===== config.mk =====
export PLATFORM = sky130hd
export DESIGN_NAME = strip_scan_sequencer
export DESIGN_NICKNAME = d
export VERILOG_FILES = /design/src/rtl/strip_scan_sequencer_pkg.sv /design/src/rtl/sat_counter16.sv /design/src/rtl/strip_scan_sequencer.sv
export SDC_FILE = /design/constraint.sdc
export NUM_CORES = 1
export LEC_CHECK = 0
export BUFFER_PORTS_ARGS = -buffer_cell sky130_fd_sc_hd__buf_2
export CAP_MARGIN = 10
export CORE_ASPECT_RATIO = 1.2
export CORE_MARGIN = 3
export CORE_UTILIZATION = 30
export DETAILED_ROUTE_END_ITERATION = 7
export PLACE_DENSITY_LB_ADDON = 0.12
export SLEW_MARGIN = 20
export SYNTH_ARGS = -nofsm -noshare
export SYNTH_HDL_FRONTEND = slang
export SYNTH_SLANG_ARGS = --single-unit

===== constraint.sdc =====
create_clock -name clk -period 3.8 [get_ports clk]
set_clock_uncertainty 0.15 [all_clocks]
set_input_delay 0.38 -clock clk [delete_from_list [all_inputs] [get_ports clk]]
set_output_delay 0.38 -clock clk [all_outputs]
set_load 0.01 [all_outputs]

===== src/rtl/strip_scan_sequencer_pkg.sv =====
// rtl/strip_scan_sequencer_pkg.sv - shared types, constants and expect-pattern helper for the strip scan sequencer
package strip_scan_sequencer_pkg;

  // Cycles allowed for each pulser_ready edge before the pulse is declared failed
  localparam int unsigned TIMEOUT = 255;

  typedef enum logic [3:0] {
    S_IDLE,
    S_SETUP,
    S_SETTLE,
    S_FIRE,
    S_WAIT_BUSY,
    S_WAIT_READY,
    S_CHECK,
    S_NEXT,
    S_DONE
  } state_e;

  // Half-strip pair that a correctly injected strip lights up; shared with register readback
  function automatic logic [31:0] expect_pattern(input logic [3:0] strip);
    return 32'h3 << {strip, 1'b0};
  endfunction

endpackage


===== src/rtl/sat_counter16.sv =====
// rtl/sat_counter16.sv - 16-bit clearable counter that sticks at all-ones
module sat_counter16 (
  input  logic        clk,
  input  logic        reset_n,
  input  logic        clr_i,
  input  logic        inc_i,
  output logic [15:0] count_o
);

  logic [15:0] count_q, count_d;

  // Clear has priority; increments stop at 16'hFFFF
  always_comb begin
    count_d = count_q;
    if (clr_i) begin
      count_d = '0;
    end else if (inc_i && (count_q != 16'hFFFF)) begin
      count_d = count_q + 16'd1;
    end
  end

  // Count register
  always_ff @(posedge clk) begin
    if (!reset_n) begin
      count_q <= '0;
    end else begin
      count_q <= count_d;
    end
  end

  assign count_o = count_q;

endmodule


===== src/rtl/strip_scan_sequencer.sv =====
// rtl/strip_scan_sequencer.sv - steps the mux across a strip range, fires the injector and scores readouts
module strip_scan_sequencer #(
  parameter int unsigned NPULSE_W = 8,
  parameter int unsigned SETTLE_W = 8,
  parameter int unsigned TIMEOUT  = strip_scan_sequencer_pkg::TIMEOUT
) (
  input  logic                clk,
  input  logic                reset_n,
  input  logic                start,
  input  logic                abort,
  input  logic [3:0]          first_strip,
  input  logic [3:0]          last_strip,
  input  logic [NPULSE_W-1:0] npulses,
  input  logic [SETTLE_W-1:0] settle_cycles,
  input  logic [31:0]         compare_mask,
  input  logic                pulser_ready,
  input  logic [31:0]         halfstrips_last,
  output logic                fire_pulse,
  output logic [3:0]          high_adr,
  output logic                mux_en,
  output logic [31:0]         halfstrips_expect,
  output logic                busy,
  output logic                done,
  output logic [15:0]         pass_cnt,
  output logic [15:0]         fail_cnt,
  output logic                timeout_flag,
  output logic [3:0]          first_fail_strip,
  output logic                first_fail_valid
);

  import strip_scan_sequencer_pkg::*;

  localparam int unsigned WAIT_W = $clog2(TIMEOUT + 1);
  localparam logic [WAIT_W-1:0] WAIT_MAX = WAIT_W'(TIMEOUT);

  state_e              state_q, state_d;
  logic [3:0]          strip_q, strip_d;
  logic [3:0]          last_q, last_d;
  logic [NPULSE_W-1:0] npulses_q, npulses_d;
  logic [NPULSE_W-1:0] pulse_cnt_q, pulse_cnt_d;
  logic [SETTLE_W-1:0] settle_cfg_q, settle_cfg_d;
  logic [SETTLE_W-1:0] settle_cnt_q, settle_cnt_d;
  logic [WAIT_W-1:0]   wait_cnt_q, wait_cnt_d;
  logic                tmo_q, tmo_d;
  logic                fire_q, fire_d;
  logic [3:0]          high_adr_q, high_adr_d;
  logic                mux_en_q, mux_en_d;
  logic [31:0]         expect_q, expect_d;
  logic                busy_q, busy_d;
  logic                done_q, done_d;
  logic                tmo_flag_q, tmo_flag_d;
  logic [3:0]          ff_strip_q, ff_strip_d;
  logic                ff_valid_q, ff_valid_d;
  logic                check_fail;
  logic                cnt_clr, pass_inc, fail_inc;

  // Next-state and next-output logic for the scan sequence
  always_comb begin
    state_d      = state_q;
    strip_d      = strip_q;
    last_d       = last_q;
    npulses_d    = npulses_q;
    pulse_cnt_d  = pulse_cnt_q;
    settle_cfg_d = settle_cfg_q;
    settle_cnt_d = settle_cnt_q;
    wait_cnt_d   = wait_cnt_q;
    tmo_d        = tmo_q;
    fire_d       = 1'b0;
    high_adr_d   = high_adr_q;
    mux_en_d     = mux_en_q;
    expect_d     = expect_q;
    tmo_flag_d   = tmo_flag_q;
    ff_strip_d   = ff_strip_q;
    ff_valid_d   = ff_valid_q;
    cnt_clr      = 1'b0;
    pass_inc     = 1'b0;
    fail_inc     = 1'b0;
    // A timed-out pulse is a fail regardless of whatever readout is latched
    check_fail   = tmo_q || ((halfstrips_last & compare_mask) != (expect_q & compare_mask));

    unique case (state_q)
      S_IDLE, S_DONE: begin
        if (start) begin
          strip_d      = first_strip;
          last_d       = last_strip;
          npulses_d    = (npulses == '0) ? NPULSE_W'(1) : npulses;
          settle_cfg_d = settle_cycles;
          cnt_clr      = 1'b1;
          tmo_flag_d   = 1'b0;
          ff_strip_d   = '0;
          ff_valid_d   = 1'b0;
          state_d      = S_SETUP;
        end
      end
      S_SETUP: begin
        high_adr_d   = strip_q;
        expect_d     = expect_pattern(strip_q);
        mux_en_d     = 1'b1;
        settle_cnt_d = settle_cfg_q;
        pulse_cnt_d  = npulses_q;
        state_d      = S_SETTLE;
      end
      S_SETTLE: begin
        if (settle_cnt_q == '0) begin
          state_d = S_FIRE;
        end else begin
          settle_cnt_d = settle_cnt_q - SETTLE_W'(1);
        end
      end
      S_FIRE: begin
        if (pulser_ready) begin
          fire_d     = 1'b1;
          wait_cnt_d = '0;
          tmo_d      = 1'b0;
          state_d    = S_WAIT_BUSY;
        end
      end
      S_WAIT_BUSY: begin
        if (!pulser_ready) begin
          wait_cnt_d = '0;
          state_d    = S_WAIT_READY;
        end else if (wait_cnt_q == WAIT_MAX) begin
          tmo_d      = 1'b1;
          tmo_flag_d = 1'b1;
          state_d    = S_CHECK;
        end else begin
          wait_cnt_d = wait_cnt_q + WAIT_W'(1);
        end
      end
      S_WAIT_READY: begin
        if (pulser_ready) begin
          state_d = S_CHECK;
        end else if (wait_cnt_q == WAIT_MAX) begin
          tmo_d      = 1'b1;
          tmo_flag_d = 1'b1;
          state_d    = S_CHECK;
        end else begin
          wait_cnt_d = wait_cnt_q + WAIT_W'(1);
        end
      end
      S_CHECK: begin
        pass_inc = !check_fail;
        fail_inc = check_fail;
        if (check_fail && !ff_valid_q) begin
          ff_strip_d = high_adr_q;
          ff_valid_d = 1'b1;
        end
        pulse_cnt_d = pulse_cnt_q - NPULSE_W'(1);
        state_d     = (pulse_cnt_q == NPULSE_W'(1)) ? S_NEXT : S_FIRE;
      end
      S_NEXT: begin
        if (strip_q == last_q) begin
          mux_en_d = 1'b0;
          state_d  = S_DONE;
        end else begin
          strip_d = strip_q + 4'd1;
          state_d = S_SETUP;
        end
      end
      default: state_d = S_IDLE;
    endcase

    // Abort overrides everything, including a simultaneous start; results are left intact
    if (abort) begin
      state_d    = S_IDLE;
      mux_en_d   = 1'b0;
      fire_d     = 1'b0;
      cnt_clr    = 1'b0;
      pass_inc   = 1'b0;
      fail_inc   = 1'b0;
      tmo_flag_d = tmo_flag_q;
      ff_strip_d = ff_strip_q;
      ff_valid_d = ff_valid_q;
    end

    busy_d = (state_d != S_IDLE) && (state_d != S_DONE);
    done_d = (state_d == S_DONE);
  end

  // State and registered outputs
  always_ff @(posedge clk) begin
    if (!reset_n) begin
      state_q      <= S_IDLE;
      strip_q      <= '0;
      last_q       <= '0;
      npulses_q    <= '0;
      pulse_cnt_q  <= '0;
      settle_cfg_q <= '0;
      settle_cnt_q <= '0;
      wait_cnt_q   <= '0;
      tmo_q        <= 1'b0;
      fire_q       <= 1'b0;
      high_adr_q   <= '0;
      mux_en_q     <= 1'b0;
      expect_q     <= 32'h3;
      busy_q       <= 1'b0;
      done_q       <= 1'b0;
      tmo_flag_q   <= 1'b0;
      ff_strip_q   <= '0;
      ff_valid_q   <= 1'b0;
    end else begin
      state_q      <= state_d;
      strip_q      <= strip_d;
      last_q       <= last_d;
      npulses_q    <= npulses_d;
      pulse_cnt_q  <= pulse_cnt_d;
      settle_cfg_q <= settle_cfg_d;
      settle_cnt_q <= settle_cnt_d;
      wait_cnt_q   <= wait_cnt_d;
      tmo_q        <= tmo_d;
      fire_q       <= fire_d;
      high_adr_q   <= high_adr_d;
      mux_en_q     <= mux_en_d;
      expect_q     <= expect_d;
      busy_q       <= busy_d;
      done_q       <= done_d;
      tmo_flag_q   <= tmo_flag_d;
      ff_strip_q   <= ff_strip_d;
      ff_valid_q   <= ff_valid_d;
    end
  end

  sat_counter16 u_pass_cnt (
    .clk     (clk),
    .reset_n (reset_n),
    .clr_i   (cnt_clr),
    .inc_i   (pass_inc),
    .count_o (pass_cnt)
  );

  sat_counter16 u_fail_cnt (
    .clk     (clk),
    .reset_n (reset_n),
    .clr_i   (cnt_clr),
    .inc_i   (fail_inc),
    .count_o (fail_cnt)
  );

  assign fire_pulse        = fire_q;
  assign high_adr          = high_adr_q;
  assign mux_en            = mux_en_q;
  assign halfstrips_expect = expect_q;
  assign busy              = busy_q;
  assign done              = done_q;
  assign timeout_flag      = tmo_flag_q;
  assign first_fail_strip  = ff_strip_q;
  assign first_fail_valid  = ff_valid_q;

endmodule


* Yosys cells after proc, flatten, opt, wreduce, memory -nomap -nowiden
Cells that the tools add are included.
Storage, ports and cells: flip-flop bits (word level) 131, bits of input ports 93, output and inout port bits 78, logic and storage cells 133
Cells by class: add/sub/neg operators 6, eq/ne operators 24, shifts and indexed selects 1, multiplexer cells 47, bitwise operators 5, reduce and logical (&&, ||, !) cells 30
Operator list (count):
- 32-bit AND | 2
- 4-bit two-way mux | 12
- 8-bit two-way mux | 6
- 16-bit by 1-bit adder with 16-bit output (second input constant) | 2
- 16-bit != test (second input constant) | 2
- 32-bit != test | 1
- 4-bit case mux with 8 select lines | 1
- 8-bit case mux with 2 select lines | 2
- 2-bit by 5-bit << shifter with 32-bit output (first input constant) | 1
- 8-bit case mux with 3 select lines | 1
- 1-bit two-way mux | 18
- 4-bit by 3-bit equality test with 1-bit output (second input constant) | 4
- 8-bit logical NOT | 2
- 2-bit != test (second input constant) | 8
- 4-bit case mux with 2 select lines | 2
- 8-bit by 1-bit subtractor with 8-bit output (second input constant) | 2
- 2-bit nonzero test | 5
- 8-bit by 1-bit adder with 8-bit output (second input constant) | 1
- 4-bit by 2-bit equality test with 1-bit output (second input constant) | 2
- 4-bit equality test (second input constant) | 2
- 8-bit by 1-bit equality test with 1-bit output (second input constant) | 1
- 8-bit equality test (second input constant) | 1
- 4-bit AND reduction | 2
- 1-bit case mux with 3 select lines | 2
- other kinds (18) | 31

* Longest topological paths before layout
depth after elaboration 7, depth in mapped cells 10, depth with buffers taken out 8

* By module
Synthesis repeated with hierarchy kept, for this count alone.
Unflattened totals: cells, all modules 749, area total of the unflattened synthesis 6253.5 um2
By module, submodules not included:
- strip_scan_sequencer | instances 1, cells each 567, area an instance 4524.3 um2, sequential area each 1661.6 um2
- sat_counter16 | instances 2, cells each 91, area an instance 864.6 um2, sequential area each 320.3 um2

* Worst setup path before layout
No wires, ideal clock.
path type input -> register, start point in compare_mask[14], end point reg u_pass_cnt.count_q[15], in the netlist u_pass_cnt.count_o[15], library setup time 0.071 ns, data arrival time 2.085 ns, required time 3.579 ns, path slack 1.494 ns, stages 8, buffers on the path 1, cells stage by stage a221oi_2 -> a31oi_1 -> a2111oi_2 -> and4_1 -> buf_6 -> nand3_4 -> or4_1 -> a21oi_1
On the way: longest elaborated chain between the ends 7, elaborated cells on any way between the ends 8, those cells by class eq/ne: 1; mux: 2; bitwise: 2; reduce/logical: 3
Ends and longest elaborated chain:
- start: declaration | RTL line strip_scan_sequencer.sv:15 | input logic [31:0] compare_mask,
- 32-bit AND | RTL line strip_scan_sequencer.sv:79 | check_fail = tmo_q || ((halfstrips_last & compare_mask) != (expect_q & compare_mask));
- 32-bit != test * | RTL line strip_scan_sequencer.sv:79
- 1-bit logical OR * | RTL line strip_scan_sequencer.sv:79
- 1-bit logical NOT * | RTL line strip_scan_sequencer.sv:142 | pass_inc = !check_fail;
- 1-bit two-way mux * | RTL line strip_scan_sequencer.sv:81 | unique case (state_q)
- 1-bit two-way mux * | RTL line strip_scan_sequencer.sv:164 | if (abort) begin
- 1-bit logical AND * | RTL line sat_counter16.sv:17 | end else if (inc_i && (count_q != 16'hFFFF)) begin
- end signal: assignment | RTL line sat_counter16.sv:27 | count_q <= count_d;
- end: declaration | RTL line sat_counter16.sv:10 | logic [15:0] count_q, count_d;
Every way passes the cells marked *; elsewhere a longest branch is shown, timed or not. A chain may end at the register's enable or synchronous reset.

* Final worst setup path
start point reg state_q[2], end point reg pulse_cnt_q[7]
On the way: longest elaborated chain between the ends 2, elaborated cells on any way between the ends 4, those cells by class eq/ne: 2; mux: 1; reduce/logical: 1
Ends and longest elaborated chain:
- start: declaration | RTL line strip_scan_sequencer.sv:36 | state_e state_q, state_d;
- start signal: assignment | RTL line strip_scan_sequencer.sv:202 | state_q <= state_d;
- 4-bit by 3-bit equality test with 1-bit output / 4-bit by 1-bit equality test with 1-bit output (equally long branches) | RTL line strip_scan_sequencer.sv:81
- 8-bit case mux with 2 select lines / 2-bit nonzero test (equally long branches)
- end signal: assignment | RTL line strip_scan_sequencer.sv:206 | pulse_cnt_q <= pulse_cnt_d;
- end: declaration | RTL line strip_scan_sequencer.sv:40 | logic [NPULSE_W-1:0] pulse_cnt_q, pulse_cnt_d;
Parallel ways exist; a longest one is shown, timed or not.

==> flow_metrics.tcl <==
set metrics [dict create \
    status "finished clean" \
    cp_num_buf_inv 0 \
    initial_core_util 0.3095 \
    antenna_found_initial 0 \
    dr_total_vias 5805 \
    synth_area_mm2 0.006116 \
    hold_path_class "input pin to register" \
    cts_buffers 17 \
    slew_headroom 0.4284 \
    chipWidth_um 136.3 \
    cp-start-kind "register" \
    cp.arrival_ns 2.89 \
    max_cap_violations 0 \
    routed_via_density 4.974 \
    dpl_cell_area_mm2 0.007083 \
    synth_cells 751 \
    wl_per_cell_um 15.64 \
    ys_warn_count 0 \
    grt_pass1_vias 5549 \
    tightestPinTransition_ns 0.8573 \
    numPortBuffers 170 \
    die_h_um 162.4 \
    drive_above_1_share 0.2494 \
    synth-seq-cells 115 \
    dp_cells 1137 \
    hold_violations 0 \
    cp_slowest_cell "dfxtp_1" \
    rows 56 \
    ctsResizeCount 0 \
    grt_max_degree 35 \
    worstPathRequired_ns 3.94 \
    whs_path_depth 3 \
    fin_cells 1167 \
    cts_tree "yes" \
    top_level_ports 171 \
    diodes 0 \
    final_area_mm2 0.007637 \
    tns_ns 0 \
    holdBufCountCts 0 \
    fin_nets 1001 \
    clkTransAtPathRegs_ns 0.05 \
    synth_cell_types 70 \
    grt_usage 0.1664 \
    powerDensity_mw_per_mm2 397.8 \
    path_cells "nor2b_1 -> nand2_1 -> or3_1 -> or4_1 -> o311ai_0 -> a21oi_1" \
    syn_area_per_cell_um2 8.144 \
    synth-edff-count 0 \
    overflow 0 \
    grt_setup_unrepaired "false" \
    clock_path_buffers 2 \
    rr_startpoint "state_q[2]" \
    synth-async-reset-ratio 0 \
    grt_pass1_wl_um 29280 \
    worst_setup_path_end_kind "register" \
    routed_wl_um 18260 \
    gp_congestion 0.7910 \
    crit_type "register to register" \
    synth_nets 857 \
    fin_crit_ns 2.753 \
    finalSetupViolCount 0 \
    critical-path-top-delay-family "simple AND/OR/NAND/NOR gates" \
    hold_end "settle_cfg_q[2]" \
    r2r_cells 6 \
    syn2layout_area_growth_pct 24.88 \
    final_common_cell "buf_2" \
    hold_start "settle_cycles[2]" \
    cts_max_level 4 \
    synth_flop_cell "dfxtp_1" \
    timing.fmax_ghz 0.3632 \
    irDropWorstVdd_v 0.0003405 \
    regToRegSetupSlack_ns 1.05 \
    detail-route-antenna-nets 0 \
    dr.pass1.iters 4 \
    rr_endpoint "pulse_cnt_q[7]" \
    max_stage_delay_ns 0.57 \
    final_cell_mix "170 x buf_2, 115 x dfxtp_1, 103 x nand2_1, 58 x a21oi_1, 58 x nor2_1" \
    die-area_mm2 0.02214 \
    leakage_nw 3.140 \
    dp_hpwl_um 13690 \
    drc_errors 0 \
    numClockSinks 115 \
    cp_max_fo 14 \
    fin_crit_sh 0.7245 \
    clock-root-buffer "clkbuf_16" \
    fp.coreArea_mm2 0.01976 \
    first_iter_violations 264 \
    postCtsSetupBuffers 0 \
    slew_viol_final 0 \
    clkLatencyLatePin_ns 0.42 \
    yosysSeqAreaShare 0.3764 \
]
==> registers in the layout, indices dropped and copies added (netlist names), 8 cells and up <==
name,cells
halfstrips_expect,16
u_fail_cnt.count_o,16
u_pass_cnt.count_o,16
npulses_q,8
pulse_cnt_q,8
settle_cfg_q,8
settle_cnt_q,8
wait_cnt_q,8
==> area by class of cell <==
class	count	area [um2]
clock inverter	6	80.08
inverter	16	60.06
multi-input combinational	565	3471
clock buffer	24	471.7
timing repair buffer	180	925.9
tap	261	326.6
sequential	115	2302
fill	2128	12120
==> Yosys cell counts, types with 4 or more instances <==
master | count | area (um2)
o21a_1 | 4 | 30.03
clkbuf_1 | 29 | 108.9
a211oi_1 | 7 | 52.55
buf_4 | 18 | 135.1
o31ai_1 | 14 | 105.1
a22oi_1 | 10 | 75.07
a31oi_1 | 8 | 50.05
nand4_1 | 13 | 81.33
o21ai_1 | 6 | 30.03
nor4_1 | 7 | 43.79
a22o_1 | 5 | 43.79
nand2b_1 | 13 | 81.33
nor2_1 | 59 | 221.5
and3_1 | 16 | 100.1
o21ai_0 | 18 | 90.09
nor2b_1 | 7 | 43.79
dfxtp_1 | 115 | 2302
xnor2_1 | 7 | 61.31
or4_1 | 15 | 112.6
xor2_1 | 31 | 271.5
ha_1 | 13 | 162.7
nor3_1 | 14 | 70.07
o31a_1 | 4 | 35.03
o221a_2 | 4 | 45.04
a21boi_0 | 24 | 180.2
or3_1 | 10 | 62.56
inv_1 | 15 | 56.30
nand2_1 | 103 | 386.6
a221oi_1 | 5 | 43.79
a21oi_1 | 58 | 290.3
mux2i_1 | 5 | 50.05
nand3_1 | 37 | 185.2
==> metal layers <==
layer	routed length [um]	track usage	vias to the layer above
met5	0	0	-
met4	182	0.04629	0
met3	932	0.03585	11
met2	8756	0.2785	141
met1	8385	0.2160	2666
li1	-	-	2987
==> kinds of logic (layout without fill, tap and decap cells) <==
family                     Yosys count  in the layout  synth area share
and+or+nand+nor                    318            318            0.2639
adders and majority gates           13             13           0.02660
muxes                                5              5          0.008184
AOI/OAI and AO/OA                  191            191            0.2126
buffers and inverters               71            226           0.05789
xor gates and xnor gates            38             38           0.05442
DFF                                115            115            0.3764
==> worst max path at each step <==
stage	cells past startpoint	to	slack (ns)	start
after global routing	6	pulse_cnt_q[7]	0.84	state_q[2]
after CTS	7	u_fail_cnt.count_o[14]	1.03	u_fail_cnt.count_o[6]
final	6	pulse_cnt_q[7]	1.05	state_q[2]
after detailed placement	8	u_pass_cnt.count_o[3]	0.89	compare_mask[14]
after floorplan	8	u_pass_cnt.count_o[15]	1.49	compare_mask[14]
after global placement	8	u_pass_cnt.count_o[3]	0.93	compare_mask[14]
==> worst reg2reg max path: cells and delay by family, from the launching register on <==
family,cells,cell delay [ns]
and+or+nand+nor,4,1.46
DFF,1,0.57
AOI/OAI and AO/OA,2,0.47
==> report_power, final <==
part | total (mW) | internal (mW) | switching (mW)
Clock | 1.52 | 0.986 | 0.537
Sequential | 1.26 | 1.23 | 0.0277
Combinational | 0.254 | 0.111 | 0.143
==> metrics by stage <==
step	setup slack (ns)	hold slack, ns	power [mW]	util
2_1_floorplan	1.494	0.2860	1.431	-
3_3_place_gp	0.9319	0.2965	1.544	0.3585
3_5_place_dp	0.8949	0.3009	1.544	0.3585
4_1_cts	1.027	0.03288	3.082	0.3864
5_1_grt	0.8428	0.03895	3.170	0.3865
6_report	1.047	0.03903	3.038	0.3865
Note: power is estimated with default switching activity, not from simulation.
